**src/rtl/blackjack_mem_pkg.sv**
```systemverilog
// rtl/blackjack_mem_pkg.sv - shared constants and types for the card memory arbiter
package blackjack_mem_pkg;

  localparam int ADDR_W = 4;
  localparam int DATA_W = 13;
  localparam int DEPTH  = 1 << ADDR_W;

  typedef logic [DATA_W-1:0] card_word_t;
  typedef logic [ADDR_W-1:0] addr_t;
  typedef logic              req_id_t;

  typedef enum logic {
    INIT = 1'b0,
    ARB  = 1'b1
  } arb_state_t;

endpackage

```
**src/rtl/rr_arb2.sv**
```systemverilog
// rtl/rr_arb2.sv - two-input round-robin arbiter with registered priority pointer
module rr_arb2 (
  input  logic       clk,
  input  logic       rst_n,
  input  logic [1:0] valid,
  input  logic       advance,
  output logic [1:0] grant,
  output logic       ptr
);

  // Grant the lone requester, or the pointed-to one on contention; nothing when disabled.
  always_comb begin
    grant = 2'b00;
    if (advance) begin
      case (valid)
        2'b01:   grant = 2'b01;
        2'b10:   grant = 2'b10;
        2'b11:   grant = ptr ? 2'b10 : 2'b01;
        default: grant = 2'b00;
      endcase
    end
  end

  // After a grant to requester i, priority moves to the other requester.
  always_ff @(posedge clk or negedge rst_n) begin
    if (!rst_n) begin
      ptr <= 1'b0;
    end else if (grant[0]) begin
      ptr <= 1'b1;
    end else if (grant[1]) begin
      ptr <= 1'b0;
    end
  end

endmodule

```
**src/rtl/hand_mem_arbiter.sv**
```systemverilog
// rtl/hand_mem_arbiter.sv - player/dealer card memory arbiter; HAND_MEM_INIT_EN enables post-reset clear sweep
module hand_mem_arbiter #(
  parameter int ADDR_W = blackjack_mem_pkg::ADDR_W,
  parameter int DATA_W = blackjack_mem_pkg::DATA_W
) (
  input  logic                clk,
  input  logic                rst_n,
  input  logic [1:0]          req_valid,
  input  logic [1:0]          req_write,
  input  logic [2*ADDR_W-1:0] req_addr,
  input  logic [2*DATA_W-1:0] req_wdata,
  output logic [1:0]          req_ready,
  output logic [1:0]          rsp_valid,
  output logic [DATA_W-1:0]   rsp_rdata,
  output logic                mem_enW,
  output logic [ADDR_W-1:0]   mem_addrW,
  output logic [DATA_W-1:0]   mem_dataW,
  output logic [ADDR_W-1:0]   mem_addrR,
  input  logic [DATA_W-1:0]   mem_dataR
);

  import blackjack_mem_pkg::*;

  logic [1:0]        grant;
  logic              prio_ptr;
  logic              arb_en;
  logic              sweep_wr;
  logic [ADDR_W-1:0] sweep_addr;
  req_id_t           win_id;
  logic              win_write;
  logic [ADDR_W-1:0] win_addr;
  logic [DATA_W-1:0] win_wdata;
  logic              xfer;
  logic              s1_valid;
  req_id_t           s1_id;
  logic              s2_valid;
  req_id_t           s2_id;

`ifdef HAND_MEM_INIT_EN
  arb_state_t        state_q;
  arb_state_t        state_d;
  logic [ADDR_W-1:0] sweep_cnt;
  logic              sweep_last;

  // State register; reset always restarts the clear sweep.
  always_ff @(posedge clk or negedge rst_n) begin
    if (!rst_n) begin
      state_q <= INIT;
    end else begin
      state_q <= state_d;
    end
  end

  // Leave INIT once the last address is on the write port.
  always_comb begin
    state_d = state_q;
    if (state_q == INIT && sweep_last) begin
      state_d = ARB;
    end
  end

  // Sweep counter walks every address once; sweep_last marks the final write in flight.
  always_ff @(posedge clk or negedge rst_n) begin
    if (!rst_n) begin
      sweep_cnt  <= '0;
      sweep_last <= 1'b0;
    end else if (state_q == INIT && !sweep_last) begin
      sweep_cnt  <= sweep_cnt + 1'b1;
      sweep_last <= (sweep_cnt == {ADDR_W{1'b1}});
    end
  end

  assign arb_en     = (state_q == ARB);
  assign sweep_wr   = (state_q == INIT) && !sweep_last;
  assign sweep_addr = sweep_cnt;
`else
  assign arb_en     = 1'b1;
  assign sweep_wr   = 1'b0;
  assign sweep_addr = '0;
`endif

  rr_arb2 u_arb (
    .clk     (clk),
    .rst_n   (rst_n),
    .valid   (req_valid),
    .advance (arb_en),
    .grant   (grant),
    .ptr     (prio_ptr)
  );

  assign req_ready = grant;
  assign xfer      = |grant;
  assign win_id    = (&req_valid) ? prio_ptr : req_valid[1];
  assign win_write = win_id ? req_write[1] : req_write[0];
  assign win_addr  = win_id ? req_addr[2*ADDR_W-1:ADDR_W] : req_addr[ADDR_W-1:0];
  assign win_wdata = win_id ? req_wdata[2*DATA_W-1:DATA_W] : req_wdata[DATA_W-1:0];

  // Register memory ports and the read tag pipeline from the winning request.
  always_ff @(posedge clk or negedge rst_n) begin
    if (!rst_n) begin
      mem_enW   <= 1'b0;
      mem_addrW <= '0;
      mem_dataW <= '0;
      mem_addrR <= '0;
      s1_valid  <= 1'b0;
      s1_id     <= 1'b0;
      s2_valid  <= 1'b0;
      s2_id     <= 1'b0;
    end else begin
      mem_enW <= 1'b0;
      if (sweep_wr) begin
        mem_enW   <= 1'b1;
        mem_addrW <= sweep_addr;
        mem_dataW <= '0;
      end else if (xfer && win_write) begin
        mem_enW   <= 1'b1;
        mem_addrW <= win_addr;
        mem_dataW <= win_wdata;
      end
      if (xfer && !win_write) begin
        mem_addrR <= win_addr;
      end
      s1_valid <= xfer && !win_write;
      s1_id    <= win_id;
      s2_valid <= s1_valid;
      s2_id    <= s1_id;
    end
  end

  assign rsp_valid = {s2_valid & s2_id, s2_valid & ~s2_id};
  assign rsp_rdata = s2_valid ? mem_dataR : '0;

endmodule

```
**config.mk**
```make
export PLATFORM = sky130hd
export DESIGN_NAME = hand_mem_arbiter
export DESIGN_NICKNAME = d
export VERILOG_FILES = /design/src/rtl/blackjack_mem_pkg.sv /design/src/rtl/rr_arb2.sv /design/src/rtl/hand_mem_arbiter.sv
export SDC_FILE = /design/constraint.sdc
export NUM_CORES = 1
export LEC_CHECK = 0
export CAP_MARGIN = 20
export CORE_MARGIN = 2
export CORE_UTILIZATION = 35
export CTS_CLUSTER_DIAMETER = 40
export DETAILED_ROUTE_END_ITERATION = 7
export GPL_ROUTABILITY_DRIVEN = 0
export PLACE_DENSITY = 0.75
export SLEW_MARGIN = 15
export SYNTH_ARGS = -nofsm -noshare
export SYNTH_HDL_FRONTEND = slang
export SYNTH_HIERARCHICAL = 1
export SYNTH_SLANG_ARGS = --single-unit
```
**constraint.sdc**
```tcl
create_clock -name clk -period 2.23 [get_ports clk]
set_input_delay 0.5575 -clock clk [delete_from_list [all_inputs] [get_ports clk]]
set_output_delay 0.5575 -clock clk [all_outputs]
set_load 0.02 [all_outputs]
```
# After elaboration in Yosys (flattened, before gate mapping)
# Index checks and enable logic that the tools add are counted.
[word_totals]
ff_bits = 27
input_bits = 53
wordCells = 31
[op_classes]
n_eq_ne = 3
n_mux = 10
n_bitwise = 3
n_reduce_logical = 6
[ops]
columns = ["operator", "n"]
rows = [
  ["13-bit 2-to-1 mux", 2],
  ["2-bit case mux with 3 select lines", 1],
  ["1-bit 2-to-1 mux", 5],
  ["2-bit equality test, second input constant", 2],
  ["4-bit 2-to-1 mux", 1],
  ["1-bit AND", 2],
  ["2-bit by 1-bit equality test with 1-bit output, second input constant", 1],
  ["1-bit logical AND", 2],
  ["2-bit 2-to-1 mux", 1],
  ["2-bit AND reduction", 1],
  ["2-bit nonzero test", 1],
  ["2-bit OR reduction", 1],
  ["1-bit logical NOT", 1],
  ["1-bit inverter", 1],
]

# Logic depth before layout (Yosys ltp)
# Gate-level depths: netlist (run 1).
[depth]
depth_word = 5
ltp_mapped = 7

# Hierarchy
# The synthesis (run 1) kept the hierarchy.
[by_module_without_submodules]
columns = ["module", "n_inst", "cells_per_inst", "area_each_um2", "seq_area_each_um2"]
rows = [
  ["hand_mem_arbiter", 1, 155, 1519.0, 650.6],
  ["rr_arb2", 1, 8, 61.3, 25.0],
]

# Worst setup path after synthesis (run 1)
# OpenSTA, ideal clock, no wires.
[synth_path]
path_kind = "in2reg"
startpoint = "input port req_valid[1]"
endpoint = "register mem_addrW[0]"
arrival_ns = 2.233
required_time_ns = 2.134
slack_ns = -0.098
stages = 7
cell_sequence = "nand2_1 -> a21oi_1 -> o21ai_2 -> or3_1 -> buf_6 -> buf_6 -> a311oi_2"
[synth_between]
elab_chain_len = 4
elab_cells_between_ends = 10
classes_between = "3 x eq/ne; 4 x mux; 3 x reduce/logical"
[synth_rtl]
columns = ["item", "line_no", "text"]
rows = [
  ["from (decl)", "hand_mem_arbiter.sv:8", "input logic [1:0] req_valid,"],
  ["2-bit equality test or 2-bit by 1-bit equality test with 1-bit output (tied branches)", "rr_arb2.sv:15", "case (valid)"],
  ["2-bit case mux with 3 select lines *", "rr_arb2.sv:15", ""],
  ["via req_ready[1]", "hand_mem_arbiter.sv:12", "output logic [1:0] req_ready,"],
  ["2-bit OR reduction *", "hand_mem_arbiter.sv:92", "assign xfer = |grant;"],
  ["1-bit logical AND *", "hand_mem_arbiter.sv:115", "end else if (xfer && win_write) begin"],
  ["to (signal assigned)", "hand_mem_arbiter.sv:113", "mem_addrW <= sweep_addr;"],
  ["to (signal assigned)", "hand_mem_arbiter.sv:117", "mem_addrW <= win_addr;"],
  ["to (decl)", "hand_mem_arbiter.sv:16", "output logic [ADDR_W-1:0] mem_addrW,"],
]
# Mark *: on every way through the listed nets, which the timed path passes. The rest lies on a longest branch.
# A chain may end at the register's enable or synchronous reset.

# Worst setup path in the final report (run 1)
[layout_path]
startpoint = "input port req_valid[1]"
endpoint = "output port req_ready[1]"
[layout_between]
elab_chain_len = 2
elab_cells_between_ends = 4
classes_between = "3 x eq/ne; 1 x mux"
[layout_rtl]
columns = ["item", "line_no"]
rows = [
  ["2-bit equality test or 2-bit by 1-bit equality test with 1-bit output (tied branches)", "rr_arb2.sv:15"],
  ["2-bit case mux with 3 select lines *", "rr_arb2.sv:15"],
  ["to (decl)", "hand_mem_arbiter.sv:12"],
]
# Every way passes the cells marked *; elsewhere a longest branch is shown, timed or not.

==> results of run 1 <==
==> layout make-up <==
cell class	instances	area, um^2	area share
Timing Repair Buffer	116	1090	0.394
Tap cell	52	65.1	0.0235
Multi-Input combinational cell	100	803	0.290
Clock buffer	4	45.0	0.0163
Sequential cell	27	677	0.245
Inverter	23	86.3	0.0312
==> layer usage <==
metal / GRT usage / vias up
li1: - / 824
met1: 0.284 / 823
met2: 0.337 / 82
met3: 0.0598 / 4
met4: 0.0356 / 0
met5: 0 / -
==> worst max-delay path, cell delays in order <==
cell             delay [ns]
clkdlybuf4s50_1        0.51
nand2_1                0.07
a21oi_2                0.12
dlygate4sd2_1          0.34
==> registers in the layout, indices dropped and copies added (netlist names) <==
register	cells
mem_addrR	4
mem_addrW	4
mem_dataW	13
mem_enW	1
s1_id	1
s1_valid	1
s2_id	1
s2_valid	1
u_arb/ptr	1
==> per-stage QoR <==
stage / TNS (ns) / util / hold WS, ns
floorplan: 0 / - / 0.262
global placement: -3.22 / 0.620 / 0.333
detailed placement: -4.56 / 0.620 / 0.341
CTS: 0 / 0.626 / 0.359
global route: 0 / 0.635 / 0.369
finish: 0 / 0.635 / 0.356
==> final timing paths <==
| kind | start | end | slack, ns | cells past startpoint |
|---|---|---|---|---|
| max in group asynchronous | rst_n | s2_valid | 1.29 | 2 |
| min in group asynchronous | rst_n | mem_dataW[5] | 0.65 | 2 |
| setup reg to reg | u_arb/ptr | mem_dataW[1] | 0.44 | 7 |
| setup / recovery | req_valid[1] | req_ready[1] | 0.07 | 4 |
| hold / removal | s1_valid | s2_valid | 0.36 | 0 |
| hold reg to reg | s1_valid | s2_valid | 0.36 | 0 |
==> cell families (layout without fill, tap and decap cells) <==
logic type | count (synthesis) | count (layout) | share of synthesized area
compound gates | 51 | 51 | 0.294
simple gates | 46 | 46 | 0.174
buf+inv | 38 | 143 | 0.102
flops | 27 | 27 | 0.428
other cells | 1 | 3 | 0.00237
==> layout by cell type (no fill, tap or decap) <==
cell             Yosys  layout
or3_4                0       1
and3_1               1       1
buf_12               0       1
nor4_1              21      21
clkbuf_1            10       1
clkbuf_2             0       1
nor2_1               1       1
a21oi_2              1       3
o21ai_2              2       2
buf_4                0      24
nor2b_2              0       1
dfrtp_1             27      26
conb_1               1       3
nand2_1              4       4
nor2b_1              2       1
a21o_1               2       2
inv_2                1       1
a311oi_2             9      15
dlygate4sd2_1        0      14
inv_1               22      22
a211oi_1            21      21
o21bai_1             2       2
a311oi_1            12       6
clkbuf_8             0       3
nand2b_1             1       1
clkdlybuf4s50_1      0      76
and2_1              14      14
dfrtp_2              0       1
or3_1                2       1
==> power by group through the flow <==
stage                     logic [mW]  clock network, mW  registers, mW
final                          0.904              0.287          0.692
after global routing           0.959              0.317          0.708
after CTS                      0.886              0.295          0.692
after detailed placement       0.895                  0          0.698
after global placement         0.880                  0          0.696
after floorplan                0.276                  0          0.831
==> flow_metrics.tcl, run 1 <==
set metrics [dict create \
    wl_met3_um 439 \
    clock_path_buffers 2 \
    timing_hold_violations_final 0 \
    area_growth_pct 75.0 \
    period_minus_slack_ns 2.16 \
    clk_pin_slew_ns 0.10 \
    cts_sinks 27 \
    grt_max_degree 28 \
    grt_usage 0.209 \
    antenna_found_initial 0 \
    switchingPower_mw 0.677 \
    synth_area_leader_cell "dfrtp_1" \
    top_layer "met4" \
    htreeDepth 1 \
    final_cells 322 \
    die_h_um 71.2 \
    antenna_cells 0 \
    fill_cells 386 \
    post-route-period-util 0.969 \
    setup_viol 0 \
    cts_setup_buffers 0 \
    ir_drop_mv 0.541 \
    critPathKind "in -> out" \
    ys_async_sr_fraction 1.00 \
    clk-insertion-delay-late_ns 0.28 \
    ys_ff_latch 27 \
    pre_cts_slack_ns -0.243 \
    pwr_density_cell_nw_per_um2 681 \
    yosysSeqAreaShare 0.428 \
    dieArea_um2 5070 \
    synth_area_um2 1580 \
    hpwl_mm 3.95 \
    total_power_mw 1.88 \
    cap_violations 0 \
    numCtsBuffers 3 \
    synth_edf_count 0 \
    clock_power_share 0.152 \
    cts_root_buf "clkbuf_8" \
    drive_above_1_share 0.196 \
    wl_mm 5.31 \
    synthTopCellsByArea "dfrtp_1, a211oi_1, a311oi_2, nor4_1, a311oi_1" \
    floorplan.initialDensity 0.363 \
    cts-hold-fix-buffers 0 \
    routedLengthMet1_mm 2.33 \
    swShare 0.360 \
    seq_power_share 0.367 \
    die_w_um 71.2 \
    post_cts_resized 15 \
    row_count 24 \
    outcome "finished, final reports clean" \
    grt_first_pass_wirelength_mm 8.36 \
    clock.fmax_mhz 463 \
    rsz0062_at_grt "no" \
    drt-pass1-iter-count 4 \
    routedWlPerCell_um 16.5 \
    synth_most_common_cell "dfrtp_1" \
    ys_top_cells_by_count "dfrtp_1, inv_1, a211oi_1, nor4_1, and2_1" \
    syn_avg_cell_area_um2 9.69 \
    fin_skew_ns 0.00503 \
    cts_tree "done" \
    placed_area_um2 2700 \
    ys.flop_type "dfrtp_1" \
    intPower_mw 1.21 \
    required_ns 1.67 \
    drt_iter0_drc 122 \
    grt_pass1_vias 1718 \
    dpl.cell_count 318 \
    via_per_inst 5.38 \
    core_um2 4350 \
    cp_max_fo 3 \
    yosys_warnings 6 \
    p_leak_nw 1.20 \
    pin_count 92 \
    design_area_um2 2770 \
    synthCells 163 \
    fin_nets 324 \
    dr_wl_met2_mm 2.52 \
    io_buffers 91 \
    vias 1733 \
    ys_types 23 \
    synth_top_cell_area_share 0.428 \
    end_kind "output port" \
    route.detailed.drc 0 \
    setup_ws_ns 0.0699 \
    drv_slew 0 \
    ant_nets 0 \
    worstSetupStartpointType "input port" \
    overflow 0 \
    hold_class "reg -> reg" \
    p_comb_frac 0.480 \
    cp.arrival_ns 1.60 \
]
(Power assumes the default switching activity.)
==> inputs of run 2 (changes only) <==
==> constraint.sdc (replaced) <==
create_clock -name clk -period 2.8 [get_ports clk]
set_input_delay 0.7 -clock clk [delete_from_list [all_inputs] [get_ports clk]]
set_output_delay 0.7 -clock clk [all_outputs]
set_load 0.02 [all_outputs]
==> flow_metrics.tcl, run 2 (same netlist as run 1, synthesis figures left out) <==
set metrics [dict create \
    intPower_mw 0.943 \
    setup_viol 0 \
    die_w_um 71.2 \
    antenna_cells 0 \
    hold-path-endpoint "s2_valid" \
    crit_path_frequent_cell "clkdlybuf4s50_1" \
    final_core_util 0.611 \
    fin_nets 315 \
    pwr_density_cell_nw_per_um2 549 \
    area_growth_pct 68.5 \
    fin_skew_ns 0.00203 \
    cts_tree "done" \
    hpwl_mm 3.55 \
    min_from "s1_valid" \
    critical-path-top-delay-family "buffers and inverters" \
    period_minus_slack_ns 2.57 \
    clock_path_buffers 2 \
    clk-insertion-delay-late_ns 0.28 \
    numCtsBuffers 3 \
    core_um2 4350 \
    clk_pin_slew_ns 0.10 \
    largest_reg_flops 13 \
    grt_pass1_vias 1593 \
    slew_headroom 0.495 \
    regArea_um2 676 \
    end_kind "output port" \
    grt_max_degree 28 \
    drt-pass1-iter-count 4 \
    vias 1607 \
    via_per_inst 5.13 \
    ff2ff_setup_slack_ns 0.90 \
    cp.arrival_ns 1.87 \
    multi_input_area_um2 753 \
    worstSetupStartpointType "input port" \
    final_cell_mix "clkdlybuf4s50_1, dfrtp_1, inv_1" \
    hold_class "reg -> reg" \
    clock.fmax_mhz 388 \
    drt_iter0_drc 109 \
    cts_root_buf "clkbuf_8" \
    regMostFlops "mem_dataW" \
    grt_first_pass_wirelength_mm 7.82 \
    cts_sinks 27 \
    reg2reg_to "mem_dataW[6]" \
    critPathKind "in -> out" \
    ir_drop_mv 0.401 \
    io_buffers 91 \
    route.detailed.drc 0 \
    holdPathStages 0 \
    pre_cts_slack_ns 0.00574 \
    cp_max_fo 1 \
    fill_cells 375 \
    cpPeakStageDelay_ns 0.61 \
    crit_chain "clkdlybuf4s50_1, and2_1, clkdlybuf4s50_1" \
    wl_mm 4.75 \
    switchingPower_mw 0.520 \
    clock_power_share 0.158 \
    post-route-period-util 0.919 \
    htreeDepth 1 \
    swShare 0.356 \
    ant_nets 0 \
    r2r_start "u_arb/ptr" \
    seq_power_share 0.372 \
    row_count 24 \
    setup_ws_ns 0.225 \
    floorplan.initialDensity 0.363 \
    drv_slew 0 \
    largestRegisters "mem_dataW: 13 flops, mem_addrR: 4 flops, mem_addrW: 4 flops" \
    cap_violations 0 \
    die_h_um 71.2 \
    antenna_found_initial 0 \
    pin_count 92 \
    rsz0062_at_grt "no" \
    timing_hold_violations_final 0 \
    required_ns 2.10 \
    critPathSlowestCell "clkdlybuf4s50_1" \
    final_common_cell "clkdlybuf4s50_1" \
    rr_worst_depth 6 \
    finalSetupTns_ns 0 \
    overflow 0 \
    grt_usage 0.192 \
    worst_slew_pin_slew_ns 0.757 \
    drive_above_1_share 0.130 \
    p_leak_nw 1.12 \
    dieArea_um2 5070 \
    path_buf_inv 2 \
    routedWlPerCell_um 15.2 \
    p_comb_frac 0.469 \
    outcome "finished, final reports clean" \
]
run 2: cell types whose count changed in the layout (fill, tap and decap cells not counted), moves of 2 or more:
cell,delta
a21oi_1,+2
a21oi_2,-2
a311oi_1,+6
a311oi_2,-6
buf_4,-8
clkdlybuf4s50_1,+13
dlygate4sd2_1,-14
dlymetal6s2s_1,+2
run 2: how the worst max path moves through the flow:
stage	depth (start not counted)	slack, ns	endpoint	from
6_report	3	0.23	rsp_rdata[0]	mem_dataR[0]
5_1_grt	3	0.19	rsp_rdata[0]	mem_dataR[0]
4_1_cts	4	0.006	req_ready[0]	req_valid[0]
3_5_place_dp	4	0.006	req_ready[0]	req_valid[0]
3_3_place_gp	4	0.04	req_ready[0]	req_valid[0]
2_1_floorplan	7	0.33	mem_addrW[0]	req_valid[1]
run 2: repair_timing:
item                                    in CTS  in global routing
hold buffers                                 0                  0
endpoints found under the setup margin       0                  2
setup buffers                                0                  0
resized for setup                            0                  2
run 2: metrics by stage:
step	total power [mW]	area, um^2	hold slack [ns]	instances
global placement	1.24	2610	0.335	309
detailed placement	1.24	2610	0.336	309
global route	1.55	2660	0.374	313
floorplan	0.880	1590	0.331	165
finish	1.46	2660	0.359	313
CTS	1.48	2660	0.360	313
run 2: metal layers:
| layer | track usage | wire [um] | vias to the layer above |
|---|---|---|---|
| li1 | - | - | 810 |
| met1 | 0.274 | 2100 | 724 |
| met2 | 0.296 | 2150 | 67 |
| met3 | 0.0513 | 442 | 6 |
| met4 | 0.0377 | 51 | 0 |
| met5 | 0 | 0 | - |
run 2: layout make-up:
class	instances	area share
timing repair buffer	107	0.389
multi-input combinational	100	0.283
sequential	27	0.254
inverter	23	0.0324
tap	52	0.0244
clock buffer	3	0.0155
clock inverter	1	0.00188
run 2: power by group through the flow:
stage / Combinational (mW) / Clock [mW] / Sequential [mW]
floorplan: 0.218 / 0 / 0.661
global placement: 0.687 / 0 / 0.551
detailed placement: 0.690 / 0 / 0.553
CTS: 0.694 / 0.234 / 0.547
global route: 0.735 / 0.254 / 0.561
finish: 0.687 / 0.232 / 0.545
run 2: worst reg2reg max path: stages (launching register included):
cell      delay [ns]
dfrtp_1         0.43
inv_1           0.11
a21oi_1         0.09
buf_4           0.16
o21ai_2         0.14
a21o_1          0.60
a311oi_1        0.22
==> inputs of run 3 (changes only) <==
--- a/config.mk
+++ b/config.mk
@@ -7,11 +7,12 @@
 export LEC_CHECK = 0
 export CAP_MARGIN = 20
 export CORE_MARGIN = 2
-export CORE_UTILIZATION = 35
+export CORE_UTILIZATION = 41
 export CTS_CLUSTER_DIAMETER = 40
 export DETAILED_ROUTE_END_ITERATION = 7
 export GPL_ROUTABILITY_DRIVEN = 0
-export PLACE_DENSITY = 0.75
+export PLACE_DENSITY = 0.86
+export SETUP_SLACK_MARGIN = 0.15
 export SLEW_MARGIN = 15
 export SYNTH_ARGS = -nofsm -noshare
 export SYNTH_HDL_FRONTEND = slang
==> flow_metrics.tcl, run 3 (same netlist as run 1, synthesis figures left out) <==
set metrics [dict create \
    cts_tree "done" \
    outcome "finished, final reports clean" \
    hold_slack_ns 0.356 \
    cpPeakStageDelay_ns 0.61 \
    wl_mm 4.66 \
    grt_usage 0.214 \
    timing_hold_violations_final 0 \
    grt_pass1_vias 1593 \
    htreeDepth 1 \
    worst_slew_pin_slew_ns 0.744 \
    largestRegisters "mem_dataW: 13 flops, mem_addrR: 4 flops, mem_addrW: 4 flops" \
    cts_setup_buffers 0 \
    cts_root_buf "clkbuf_8" \
    pwr_density_cell_nw_per_um2 548 \
    final_common_cell "clkdlybuf4s50_1" \
    path_buf_inv 2 \
    setup_viol 0 \
    worstSetupStartpointType "input port" \
    cp.arrival_ns 1.87 \
    drv_slew 0 \
    dieArea_um2 4370 \
    io_buffers 91 \
    vias 1691 \
    pin_count 92 \
    area_growth_pct 67.5 \
    required_ns 2.10 \
    route.detailed.drc 0 \
    end_kind "output port" \
    hpwl_mm 3.48 \
    critical-path-top-delay-family "buffers and inverters" \
    crit_path_frequent_cell "clkdlybuf4s50_1" \
    overflow 0 \
    largest_reg_flops 13 \
    clk_pin_slew_ns 0.09 \
    drt-pass1-iter-count 4 \
    final_cell_mix "clkdlybuf4s50_1, dfrtp_1, inv_1" \
    fin_skew_ns 0.00290 \
    clk-insertion-delay-late_ns 0.27 \
    hold_class "reg -> reg" \
    regMostFlops "mem_dataW" \
    drt_iter0_drc 70 \
    fill_cells 298 \
    row_count 22 \
    drive_above_1_share 0.127 \
    die_w_um 66.1 \
    clock_path_buffers 2 \
    routedWlPerCell_um 15.1 \
    cp_max_fo 1 \
    critPathKind "in -> out" \
    critPathSlowestCell "clkdlybuf4s50_1" \
    cap_violations 0 \
    ant_nets 0 \
    finalSetupTns_ns 0 \
    floorplan.initialDensity 0.428 \
    grt_first_pass_wirelength_mm 7.25 \
    crit_chain "clkdlybuf4s50_1, and2_1, clkdlybuf4s50_1" \
    core_um2 3690 \
    grt_max_degree 28 \
    rsz0062_at_grt "no" \
    ir_drop_mv 0.384 \
    clock.fmax_mhz 389 \
    via_per_inst 5.49 \
    fin_nets 314 \
    antenna_found_initial 0 \
    die_h_um 66.1 \
    post-route-period-util 0.919 \
    p_leak_nw 1.10 \
    slew_headroom 0.504 \
    numCtsBuffers 3 \
    antenna_cells 0 \
    cts_sinks 27 \
    period_minus_slack_ns 2.57 \
]
==> run 3: changes by cell type in the layout (fill, tap and decap cells not counted) <==
cell,change
buf_4,-1
clkinv_2,-1
clkdlybuf4s50_1,-1
clkinvlp_4,+1
dlygate4sd2_1,+2
dlymetal6s2s_1,-1
==> run 3: timing repair <==
item | CTS | global route
pin swaps | 0 | 0
resized for setup | 2 | 1
hold buffers | 0 | 0
setup endpoints to repair | 2 | 1
==> run 3: per-layer routing <==
layer	GRT usage	wire (um)
met3	0.0324	358
met2	0.370	2230
met4	0.0740	41
met5	0	0
met1	0.271	2030
==> run 3: area by class of cell <==
class	count	area, um^2	share of cell area
repair buffers	106	1020	0.387
multi-input cells	100	753	0.284
clock inverters	1	7.51	0.00284
well taps	48	60.1	0.0227
clock buffers	3	41.3	0.0156
inverters	23	86.3	0.0326
flip-flops and latches	27	676	0.255
==> run 3: power by group <==
part	internal, mW	leakage, nW	switching (mW)
clock network	0.101	0.0217	0.119
registers	0.489	0.303	0.0558
logic	0.349	0.780	0.337
total	0.939	1.10	0.512
==> run 3: path summary, 6_finish.rpt <==
check                                   from            to  slack, ns  cells past startpoint
min in group asynchronous              rst_n  mem_dataW[2]       0.79                      2
worst max register to register     u_arb/ptr  mem_dataW[1]       0.90                      6
max in group asynchronous              rst_n  mem_dataW[4]       1.76                      2
worst max-delay path            mem_dataR[0]  rsp_rdata[0]       0.23                      3
worst min register to register      s1_valid      s2_valid       0.36                      0
worst min-delay path                s1_valid      s2_valid       0.36                      0
==> run 3: per-stage QoR <==
stage          instance area [um^2]  std cells  power (mW)  utilization  setup WS, ns
3_5_place_dp                   2600        304        1.24        0.705        0.0350
4_1_cts                        2650        308        1.46        0.717         0.171
2_1_floorplan                  1590        165       0.880            -         0.329
6_report                       2650        308        1.45        0.718         0.227
5_1_grt                        2650        308        1.53        0.718         0.180
3_3_place_gp                   2600        304        1.23        0.705        0.0635
==> run 3: worst register-to-register path: cells and delay by family, from the launching register on <==
family | cells | cell delay [ns]
DFF | 1 | 0.43
AOI/OAI and AO/OA | 4 | 1.05
buffers and inverters | 2 | 0.26
